<file path="config.mk">
export PLATFORM = sky130hd
export DESIGN_NAME = clk_div_monitor
export DESIGN_NICKNAME = d
export VERILOG_FILES = /design/src/rtl/clk_div_monitor.sv
export SDC_FILE = /design/constraint.sdc
export NUM_CORES = 1
export LEC_CHECK = 0
export CORE_MARGIN = 10
export CORE_UTILIZATION = 28
export CTS_BUF_LIST = sky130_fd_sc_hd__clkbuf_8
export CTS_CLUSTER_SIZE = 16
export DETAILED_ROUTE_END_ITERATION = 6
export DONT_BUFFER_PORTS = 1
export MAX_ROUTING_LAYER = met4
export SYNTH_ARGS = -nofsm -noshare
export SYNTH_HDL_FRONTEND = slang
export SYNTH_SLANG_ARGS = --single-unit
export TNS_END_PERCENT = 20
</file>
<file path="constraint.sdc">
create_clock -name clk -period 6.71 [get_ports clk]
set_input_delay 1.0065 -clock clk [delete_from_list [all_inputs] [get_ports clk]]
set_output_delay 1.0065 -clock clk [all_outputs]
set_load 0.01 [all_outputs]
</file>
<file path="src/rtl/clk_div_monitor.sv">
// ---------------------------------------------------------------------------
// clk_div_monitor
//   Health checker for a divided clock. div_clk is sampled as plain data in the
//   clk domain. The monitor measures the spacing between its rising edges in clk
//   cycles. It declares lock after LOCK_CNT consecutive in-tolerance periods.
//   It flags bad periods and stalls, and counts them in a saturating counter.
//
// Ports
//   clk         in   1      source clock, all logic on posedge
//   rst         in   1      asynchronous active-low reset
//   en          in   1      monitor enable; dropping it returns to IDLE
//   div_clk     in   1      divided clock under test (asynchronous data)
//   clr_err     in   1      synchronous clear of err_cnt (beats an increment)
//   period      out  CNT_W  last measured period
//   period_vld  out  1      one-cycle pulse when period is updated
//   locked      out  1      divided clock is in tolerance
//   fault       out  1      period error or stall since the last lock
//   stall       out  1      no rising edge within TIMEOUT cycles
//   err_cnt     out  ERR_W  saturating count of bad periods and stall entries
// ---------------------------------------------------------------------------
module clk_div_monitor #(
  parameter int EXP_PERIOD = 3,
  parameter int TOL        = 0,
  parameter int CNT_W      = 8,
  parameter int LOCK_CNT   = 4,
  parameter int TIMEOUT    = 16,
  parameter int ERR_W      = 8
) (
  input  logic             clk,
  input  logic             rst,
  input  logic             en,
  input  logic             div_clk,
  input  logic             clr_err,
  output logic [CNT_W-1:0] period,
  output logic             period_vld,
  output logic             locked,
  output logic             fault,
  output logic             stall,
  output logic [ERR_W-1:0] err_cnt
);

  localparam int GW = (LOCK_CNT < 2) ? 1 : $clog2(LOCK_CNT + 1);

  localparam logic [CNT_W-1:0] EXP_C     = CNT_W'(EXP_PERIOD);
  localparam logic [CNT_W-1:0] TOL_C     = CNT_W'(TOL);
  localparam logic [CNT_W-1:0] TIMEOUT_C = CNT_W'(TIMEOUT);
  localparam logic [GW-1:0]    LAST_GOOD = GW'(LOCK_CNT - 1);

  typedef enum logic [2:0] {
    IDLE   = 3'd0,
    ACQ    = 3'd1,
    TRACK  = 3'd2,
    LOCKED = 3'd3,
    FAULT  = 3'd4
  } state_t;

  state_t           state;
  logic             s1, s2, s3;
  logic [CNT_W-1:0] cnt;
  logic [GW-1:0]    good_cnt;

  logic             rise;
  logic             timeout;
  logic             good;
  logic [CNT_W-1:0] diff;
  logic             measuring;
  logic             err_inc;

  // Edge detect on the synchronised copy. s1/s2 form the synchroniser, and s3
  // holds the previous sample for the edge compare.
  assign rise    = s2 & ~s3;
  assign timeout = (cnt >= TIMEOUT_C) & ~rise;

  // Subtract the smaller operand from the larger so the deviation never wraps.
  assign diff      = (cnt >= EXP_C) ? (cnt - EXP_C) : (EXP_C - cnt);
  assign good      = (diff <= TOL_C);
  assign measuring = (state == TRACK) || (state == LOCKED) || (state == FAULT);

  // A stall is charged once when it starts. The stall flag then masks the
  // timeout until the next rising edge clears it.
  assign err_inc = en && (state != IDLE) &&
                   ((rise && measuring && !good) || (timeout && !stall));

  // NOTE: every flop in this module is assigned with <=, so all of them sample
  // the same pre-edge values regardless of statement order.
  always_ff @(posedge clk or negedge rst) begin
    if (!rst) begin
      state      <= IDLE;
      s1         <= 1'b0;
      s2         <= 1'b0;
      s3         <= 1'b0;
      cnt        <= '0;
      good_cnt   <= '0;
      period     <= '0;
      period_vld <= 1'b0;
      locked     <= 1'b0;
      fault      <= 1'b0;
      stall      <= 1'b0;
    end else begin
      s1         <= div_clk;
      s2         <= s1;
      s3         <= s2;
      period_vld <= 1'b0;

      if (!en) begin
        // period is kept so status logic can still read the last measurement.
        state    <= IDLE;
        cnt      <= '0;
        good_cnt <= '0;
        locked   <= 1'b0;
        fault    <= 1'b0;
        stall    <= 1'b0;
      end else begin
        if (rise)            cnt <= CNT_W'(1);
        else if (cnt != '1)  cnt <= cnt + 1'b1;

        if (rise && measuring) begin
          period     <= cnt;
          period_vld <= 1'b1;
        end

        if (rise) stall <= 1'b0;
        else if (timeout && !stall && state != IDLE) stall <= 1'b1;

        unique case (state)
          IDLE: state <= ACQ;

          ACQ: begin
            if (rise) begin
              state    <= TRACK;
              good_cnt <= '0;
            end else if (timeout) begin
              state    <= FAULT;
              fault    <= 1'b1;
              good_cnt <= '0;
            end
          end

          TRACK, FAULT: begin
            if (rise) begin
              if (!good) begin
                good_cnt <= '0;
              end else if (good_cnt == LAST_GOOD) begin
                state    <= LOCKED;
                locked   <= 1'b1;
                fault    <= 1'b0;
                good_cnt <= '0;
              end else begin
                good_cnt <= good_cnt + 1'b1;
              end
            end else if (timeout && state == TRACK) begin
              state    <= FAULT;
              fault    <= 1'b1;
              good_cnt <= '0;
            end
          end

          LOCKED: begin
            if ((rise && !good) || timeout) begin
              state    <= FAULT;
              locked   <= 1'b0;
              fault    <= 1'b1;
              good_cnt <= '0;
            end
          end

          default: state <= IDLE;
        endcase
      end
    end
  end

  // Error counter. It is not cleared by en, and clr_err takes priority.
  always_ff @(posedge clk or negedge rst) begin
    if (!rst)                             err_cnt <= '0;
    else if (clr_err)                     err_cnt <= '0;
    else if (err_inc && err_cnt != '1)    err_cnt <= err_cnt + 1'b1;
  end

endmodule
</file>
==> impl_metrics.csv, run 1 <==
group,metric,value,unit
placed_design,gp_congestion,0.903,
yosys,synth_top_cell_by_area,"dfrtp_1",
setup_path,cp-startpoint,"cnt[2]",
yosys,synth_seq_cells,37,
timing,tns,0,ns
global_route,grt.overflow.total,0,
yosys,yosys.area.top_type_share,41.5,%
detailed_routing,drc_errors,0,
clock_network,root_buffer,"clkbuf_8",
timing,hold_viol_final,0,
yosys,synth_edf_count,0,
timing,drv_slew,0,
run,max_cap_violations,0,
clock_network,cts.clk_slew.worst_paths,0.08,ns
detailed_routing,dr.pass1.iters,4,
setup_path,crit_required,6.89,ns
worst_hold_path,holdCritPathClass,"reg2reg",
yosys,synth_flop_cell,"dfrtp_1",
pwr,p_leak,0.000980,uW
timing,rsz0062_at_grt,"false",
pwr,irDropWorstVdd,129,uV
clock_network,clockBufferDepth,2,
yosys,synth_warnings,0,
yosys,yosysSeqAreaShare,41.5,%
final_layout,nFillCells,797,
setup_path,reg2regPathDepth,9,
setup_path,critPathCaptureType,"flip-flop",
timing,slew_headroom,44.2,%
clock_network,clock_sinks,37,
detailed_routing,via_count,1702,
clock_network,cts_hold_buf,0,
floorplanning,die_h,109,um
detailed_routing,drt_wl_total,4900,um
timing,setup_viol,0,
global_route,antenna_found_initial,0,
detailed_routing,vias_per_cell,5.14,
detailed_routing,post_drt_wl_per_cell,14.8,um
floorplanning,rows,32,
final_layout,finish.utilization,31.0,%
clock_network,cts_htree_levels,2,
setup_path,reg2reg_slack,3.32,ns
yosys,syn_area,2230,um^2
timing,clock.fmax,295,MHz
timing,fin_crit_sh,50.5,%
final_layout,diodes,0,
clock_network,worst_skew_pair.late_latency,0.29,ns
pwr,power.density,231,nW/um^2
yosys,synth_common_cells,"dfrtp_1 (37), nor2_1 (24), nand2_1 (21), inv_1 (13), xnor2_1 (12)",
global_route,grt_pass1_wl,8160,um
yosys,synthTopCellsByArea,"dfrtp_1 (41%), xnor2_1 (4.7%), mux2_2 (4.5%)",
clock_network,numCtsBuffers,5,
setup_path,crit_fanout,14,
yosys,yosysUniqueCellTypes,61,
timing,worst_slew_pin_slew,0.836,ns
setup_path,crit_end,"state[0]",
yosys,syn_nets,247,
clock_network,cts_tree,"yes",
global_route,track_usage,8.59,%
clock_network,cts_resized,0,
final_layout,synthToLayoutAreaGrowth,7.46,%
yosys,synth.avg_cell_area,9.50,um^2
setup_path,worstSetupStartpointType,"flip-flop",
outcome,status,"complete, no violations",
setup_path,path_class,"reg2reg",
timing,min_period,3.39,ns
yosys,synthCells,235,
global_route,grt_pass1_vias,1682,
floorplanning,start_util,28.9,%
placed_design,dp.final_hpwl,3550,um
global_route,grt_max_degree,38,
detailed_routing,final_antenna_net_count,0,
placed_design,port_buffers,0,
floorplanning,core,7730,um^2
yosys,ys_async_sr_fraction,100,%
final_layout,drive_gt1_share,13.1,%
setup_path,critical_path_arrival,3.57,ns
timing,fin_worst_skew,0.00674,ns
detailed_routing,drtIter0Drc,113,
floorplanning,pin_count,25,
final_layout,nets,240,
floorplanning,die_x,109,um
setup_path,regToRegStartpoint,"cnt[2]",
setup_path,timing.rr.end,"state[0]",
yosys,yosysMostFrequentCell,"dfrtp_1",
clock_network,cts_setup_buffers,0,
floorplanning,fp.dieArea,11900,um^2
-- kinds of logic (layout without fill, tap and decap cells) --
logic type / after synthesis / after routing / share of synthesized area (%)
buf+inv: 27 / 21 / 5.83
flops: 37 / 37 / 41.5
fa+ha+maj: 8 / 8 / 4.37
xor+xnor: 12 / 12 / 4.71
simple gates: 87 / 87 / 20.3
compound gates: 53 / 53 / 17.8
mux: 11 / 11 / 5.49
-- stage by stage --
| step | std cells | hold WS [ns] | area (um^2) | setup slack, ns | power [uW] |
|---|---|---|---|---|---|
| after CTS | 331 | 0.354 | 2400 | 3.37 | 558 |
| after global placement | 323 | 0.336 | 2280 | 3.48 | 352 |
| after global routing | 331 | 0.370 | 2400 | 3.04 | 581 |
| after floorplan | 235 | 0.331 | 2230 | 4.08 | 339 |
| final | 331 | 0.351 | 2400 | 3.32 | 554 |
| after detailed placement | 323 | 0.340 | 2280 | 3.37 | 354 |
-- state kept, by name (all words and copies together) (netlist names) --
register	cells
period_vld	1
s1	1
good_cnt	3
stall	1
period	8
locked	1
state	3
err_cnt	8
cnt	8
s2	1
fault	1
s3	1
-- layer usage --
layer | GRT usage [%] | vias up | part of all wire (%)
met2 | 13.7 | 29 | 49
met1 | 10.2 | 834 | 45
met3 | 2.30 | 7 | 4.5
met4 | 3.07 | 0 | 1.2
met5 | - | - | 0
li1 | - | 832 | -
-- cells in the final DEF (no fill, tap or decap), types with 2 or more instances in the layout --
cell / count
a2111oi_0: 3
a211oi_1: 6
a21oi_1: 8
a311o_1: 2
a31oi_1: 3
and3_1: 4
and3_2: 2
clkbuf_8: 6
dfrtp_1: 37
ha_1: 7
inv_1: 13
mux2_2: 9
nand2_1: 21
nand2b_1: 2
nand3_1: 8
nand4_1: 3
nor2_1: 24
nor2b_1: 4
nor3_1: 5
nor3b_1: 2
o21ai_0: 9
or3_1: 2
or4_1: 3
xnor2_1: 12
-- critical path: stages (launching register included) --
cell and delay [ns]:
dfrtp_1 0.45, inv_1 0.15, ha_1 0.22, a21boi_1 0.35, a221oi_1 0.14, or3_1 0.38, a211oi_2 0.70, a31oi_1 0.25
nor3_2 0.30, mux2_1 0.34
-- report_power, final --
| part | switching [uW] | total (uW) | leakage [uW] | internal [uW] |
|---|---|---|---|---|
| Combinational | 49.7 | 86.9 | 0.000422 | 37.2 |
| Sequential | 25.9 | 262 | 0.000500 | 237 |
| Clock | 83.4 | 204 | 0.0000574 | 121 |
-- worst min path at each step --
stage / start / end / slack, ns / depth (start not counted)
4_1_cts: s1 / s2 / 0.35 / 0
6_report: s1 / s2 / 0.35 / 0
5_1_grt: s1 / s2 / 0.37 / 0
2_1_floorplan: s1 / s2 / 0.33 / 0
3_5_place_dp: s1 / s2 / 0.34 / 0
3_3_place_gp: s1 / s2 / 0.34 / 0
-- layout make-up --
cell class                      count  area (um^2)  share of cell area [%]
Clock buffer                        6         82.6                    3.44
Clock inverter                      2         37.5                    1.56
Inverter                           13         48.8                    2.03
Multi-Input combinational cell    171         1180                    49.0
Sequential cell                    37          926                    38.6
Tap cell                          102          128                    5.32
Power figures use the tool's default switching activity.
==> run 2, diff against run 1 <==
==> constraint.sdc (replaced) <==
create_clock -name clk -period 2.95 [get_ports clk]
set_input_delay 0.4425 -clock clk [delete_from_list [all_inputs] [get_ports clk]]
set_output_delay 0.4425 -clock clk [all_outputs]
set_load 0.01 [all_outputs]
==> impl_metrics.csv, run 2 (same netlist as run 1, synthesis figures left out) <==
group,metric,value,unit
timing,clock.fmax,358,MHz
floorplanning,die_x,109,um
pwr,power.density,503,nW/um^2
detailed_routing,vias_per_cell,5.10,
run,max_cap_violations,0,
floorplanning,rows,32,
global_route,antenna_found_initial,0,
setup_path,path_class,"reg2reg",
final_layout,finish.utilization,32.4,%
final_layout,nets,252,
setup_path,regToRegStartpoint,"cnt[3]",
detailed_routing,met3_length,269,um
timing,fin_worst_skew,0.00652,ns
final_layout,reg_top3,"cnt x8, err_cnt x8, period x8",
timing,drv_slew,0,
clock_network,root_buffer,"clkbuf_8",
detailed_routing,drt_wl_total,4970,um
timing,setup_viol,0,
detailed_routing,drtIter0Drc,144,
floorplanning,pin_count,25,
floorplanning,fp.dieArea,11900,um^2
clock_network,cts_htree_levels,2,
setup_path,crit_required,3.13,ns
clock_network,clock_sinks,37,
worst_hold_path,holdCritPathClass,"in2reg",
timing,min_period,2.79,ns
clock_network,worst_skew_pair.late_latency,0.29,ns
pwr,p_leak,0.00105,uW
clock_network,cts_tree,"yes",
final_layout,final_common_cell,"dfrtp_1",
final_layout,diodes,0,
clock_network,cts.clk_slew.worst_paths,0.07,ns
final_layout,synthToLayoutAreaGrowth,12.3,%
timing,rsz0062_at_grt,"false",
floorplanning,start_util,28.9,%
floorplanning,die_h,109,um
placed_design,gp_congestion,0.896,
clock_network,numCtsBuffers,5,
timing,hold_viol_final,0,
detailed_routing,via_count,1749,
timing,tns,0,ns
setup_path,cp-startpoint,"cnt[3]",
timing,fin_crit_sh,94.6,%
pwr,irDropWorstVdd,384,uV
global_route,grt.overflow.total,0,
setup_path,worstSetupStartpointType,"flip-flop",
timing,worst_slew_pin_slew,0.641,ns
global_route,grt_max_degree,38,
placed_design,pre_cts_ws,0.131,ns
placed_design,dp.final_hpwl,3640,um
detailed_routing,wl_met1,2160,um
global_route,track_usage,8.82,%
setup_path,critical_path_arrival,2.97,ns
detailed_routing,post_drt_wl_per_cell,14.5,um
timing,slew_headroom,56.2,%
timing,whs,0.177,ns
global_route,grt_pass1_wl,8370,um
clock_network,clockBufferDepth,2,
global_route,grt_pass1_vias,1732,
worst_hold_path,hold_start,"div_clk",
floorplanning,core,7730,um^2
detailed_routing,wl_met2,2460,um
detailed_routing,final_antenna_net_count,0,
timing,setup_ws,0.159,ns
pwr,p_total,1260,uW
setup_path,critPathCaptureType,"flip-flop",
detailed_routing,dr.pass1.iters,4,
detailed_routing,drc_errors,0,
outcome,status,"complete, no violations",
detailed_routing,top_layer_used,"met4",
final_layout,final_cell_mix,"dfrtp_1 (37), nor2_1 (24), nand2_1 (21)",
final_layout,drive_gt1_share,17.0,%
placed_design,port_buffers,0,
setup_path,crit_fanout,10,
==> run 2: cell count changes in the layout (fill, tap and decap cells not counted) <==
cell           change
a21boi_2           +1
buf_4             +10
inv_1              +1
buf_12             +1
clkinv_4           +1
a211oi_4           +1
a21boi_1           -1
clkinvlp_4         -1
a211oi_2           -1
dlygate4sd3_1      +1
clkbuf_8           -1
==> run 2: report_power, final <==
part / switching [uW] / leakage (uW) / internal (uW)
registers: 55.8 / 0.000500 / 538
clock network: 182 / 0.0000595 / 250
logic: 132 / 0.000493 / 102
total: 370 / 0.00105 / 890
==> run 2: timing repair <==
| item | CTS | global route |
|---|---|---|
| setup endpoints to repair | 0 | 3 |
| setup buffers | 0 | 0 |
| hold buffers | 2 | 0 |
| endpoints found under the hold margin | 37 | 0 |
| gates resized for setup | 0 | 2 |
==> run 2: layout make-up <==
cell class	count	area, um^2
Fill cell	803	5220
Sequential cell	37	926
Multi-Input combinational cell	171	1190
Tap cell	102	128
Clock buffer	5	68.8
Clock inverter	3	42.5
Inverter	13	48.8
Timing Repair Buffer	12	105
==> run 2: critical path, cell delays in order (launching register included) <==
cell and delay [ns]:
dfrtp_1 0.38, buf_4 0.15, or3_1 0.40, and3_1 0.23, or3_1 0.36, a211oi_4 0.32
buf_4 0.23, a21oi_1 0.13, nand4_1 0.14, mux2_2 0.33
==> run 2: metrics by stage <==
stage	instances	area, um^2
2_1_floorplan	235	2230
3_3_place_gp	333	2350
3_5_place_dp	333	2350
4_1_cts	343	2490
5_1_grt	343	2510
6_report	343	2510
==> run 2: final timing paths <==
| kind | to | slack [ns] | depth (start not counted) |
|---|---|---|---|
| min reg2reg | s2 | 0.35 | 0 |
| max in group asynchronous | period[1] | 2.16 | 2 |
| min | s1 | 0.18 | 0 |
| min in group asynchronous | good_cnt[0] | 0.61 | 2 |
| max reg2reg | err_cnt[4] | 0.16 | 9 |
| max | err_cnt[4] | 0.16 | 9 |
==> run 2: layer usage <==
layer	GRT usage, %	up-vias
li1	-	852
met1	10.1	843
met3	2.24	7
met4	3.35	0
met2	14.5	47
met5	-	-
==> run 3, diff against run 2 <==
--- a/config.mk
+++ b/config.mk
@@ -5,6 +5,7 @@
 export SDC_FILE = /design/constraint.sdc
 export NUM_CORES = 1
 export LEC_CHECK = 0
+export CAP_MARGIN = 20
 export CORE_MARGIN = 10
 export CORE_UTILIZATION = 28
 export CTS_BUF_LIST = sky130_fd_sc_hd__clkbuf_8
==> results of run 3 <==
Same layout as run 2: the final DEF is identical, and so are final timing and power.
==> RTL change (config.mk and constraints of run 3) <==
Set the parameter `LOCK_CNT` to 16 (it was 4).
--- a/src/rtl/clk_div_monitor.sv
+++ b/src/rtl/clk_div_monitor.sv
@@ -24,3 +24,3 @@
   parameter int CNT_W      = 8,
-  parameter int LOCK_CNT   = 4,
+  parameter int LOCK_CNT   = 16,
   parameter int TIMEOUT    = 16,
Formal check against the unedited RTL: no difference found for any inputs over 10 cycles, from zero or initial values and one cycle with rst low; that may be too few to reach the edited logic, so the function may still have changed.
==> RTL change against run 3 <==
  * Die area up 1.1%
  * Largest cell class unchanged
  * Count of clock-buffer cells in the layout unchanged
  * Synthesized cell count up 8.1%
  * Via count up 8.2%
  * Synthesized area up 1.3%
  * Highest routed layer unchanged
  * Power up 6.7%
  * Combinational power up 6%
  * Wire length up 10%
  * Sequential cell count up 2
  * Utilization up 1.1 points
  * Sequential power up 5.2%
  * Design area up 4.4%
  * Worst setup slack worse by 0.11 ns
==> RTL change: results (changes against run 3) <==
- Result of the run: finished, final reports clean (unchanged)
- Dpl ws: 0.0959 ns (was 0.131 ns)
- Post-synthesis compound-gate area fraction: 17.7% (was 17.8%)
- Synth Area in Adders: 3.87% (was 4.37%)
- Post-DP HPWL: 4.00 mm (was 3.64 mm)
- Hold-fix buffers, CTS: 2 (unchanged)
- Crit. Startpoint: cnt[4]$_DFFE_PN0P_ (was cnt[3]$_DFFE_PN0P_)
- Worst Min Path Start: div_clk (unchanged)
- Post-DP Area: 0.00246 mm² (was 0.00235 mm²)
- Global Route Usage Sum: 9.96% (was 8.82%)
- Peak VDD IR: 0.000279 V (was 0.000384 V)
- End of the critical path: state[0]$_DFFE_PN0P_ (was err_cnt[4]$_DFFE_PN0P_)
- GP Congestion: 0.914 (was 0.896)
- Post-cts sizing count: 0 (unchanged)
- Worst reg2reg path depth: 6 (was 9)
- Syn nets: 266 (was 247)
- Final core occ: 33.5% (was 32.4%)
- Static leakage: 1.09 nW (was 1.05 nW)
- Min Tclk post-route: 2.90 ns (was 2.79 ns)
- Post CTS Setup Buffer Count: 0 (unchanged)
- CP Max Fanout: 6 (was 10)
- Total placed cells including tap cells: 360 (was 333)
- NumNets Final: 279 (was 252)
- Share of layout cells above drive strength 1: 15.7% (was 17.0%)
- WL per Instance: 14.8 µm (was 14.5 µm)
- Largest net degree at the start of global routing: 40 (was 38)
- Clock latency at the later pin of the worst-skew pair: about 0.30 ns
- Largest delay contributor family on the critical path: simple AND/OR/NAND/NOR gates (unchanged)
- Max_slew headroom: 61.4% (was 56.2%)
- Multiplexer area fraction after synthesis: 2.93% (was 5.49%)
- CP arrival: 3.09 ns (was 2.97 ns)
- Clk buf depth: 2 (unchanged)
- Commonest cells in the netlist: 39 x dfrtp_1, 25 x nor2_1, 23 x nand2_1, 18 x o21ai_0, 17 x a21oi_1 (was 37 x dfrtp_1, 24 x nor2_1, 21 x nand2_1, 13 x inv_1, 12 x xnor2_1)
- Number of global-route vias before repair: 1788 (was 1732)
- Number of DRC markers in iteration 0: 93 (was 144)
- Hold WS: 0.165 ns (was 0.177 ns)
- Clock skew: 0.00721 ns (was 0.00652 ns)
- Area contributors post-synth: dfrtp_1 43%, nor2_1 4.1%, o21ai_0 4.0% (was dfrtp_1 41%, xnor2_1 4.7%, mux2_2 4.5%)
- CP max-delay cell: or4_1 (was or3_1)
- Initial antenna violation count: 0 (unchanged)
- Port Buf Inserts: 0 (unchanged)
- Post-Syn Instances: 254 (was 235)
- Antenna cells: 0 (unchanged)
- Yosys warns: 0 (unchanged)
- # fillers: 823 (was 803)
- DR vias/cell: 5.11 (was 5.10)
- Sequential-to-total area share from yosys stat: 43.1% (was 41.5%)
- Synth Area in XOR/XNOR: 1.94% (was 4.71%)
- Crit path largest cell delay: 0.54 ns (was 0.40 ns)
- Root Buffer: clkbuf_8 (unchanged)
- Routed WL: 5.47 mm (was 4.97 mm)
- First-pass GRT wire length: 9.20 mm (was 8.37 mm)
- Flop-to-flop setup slack: 0.05 ns (was 0.16 ns)
- Hold endpoint: s1$_DFF_PN0_ (unchanged)
- Synth unique cells: 52 (was 61)
[RTL change: layout make-up]
| type | count | share of cell area, % |
|---|---|---|
| flip-flops and latches | 39 | 37.3 |
| clock inverters | 3 | 1.82 |
| multi-input cells | 189 | 45.5 |
| well taps | 102 | 4.88 |
| clock buffers | 5 | 2.63 |
| inverters | 13 | 1.87 |
| repair buffers | 19 | 6.03 |
[RTL change: power by group]
part | switching, mW | internal (mW)
Clock | 0.217 | 0.257
Combinational | 0.144 | 0.101
Sequential | 0.0529 | 0.572
Total | 0.415 | 0.930
[RTL change: layer usage]
metal | vias to the layer above | GRT usage, % | wire, µm
met4 | 0 | 4.18 | 89
met3 | 8 | 2.81 | 336
met1 | 892 | 12.7 | 2580
met2 | 51 | 14.4 | 2470
li1 | 941 | - | -
met5 | - | - | 0
[RTL change: cells by family after synthesis]
logic type	count (synthesis)
simple gates	108
xor+xnor	5
buf+inv	26
compound gates	63
fa+ha+maj	7
mux	6
flops	39
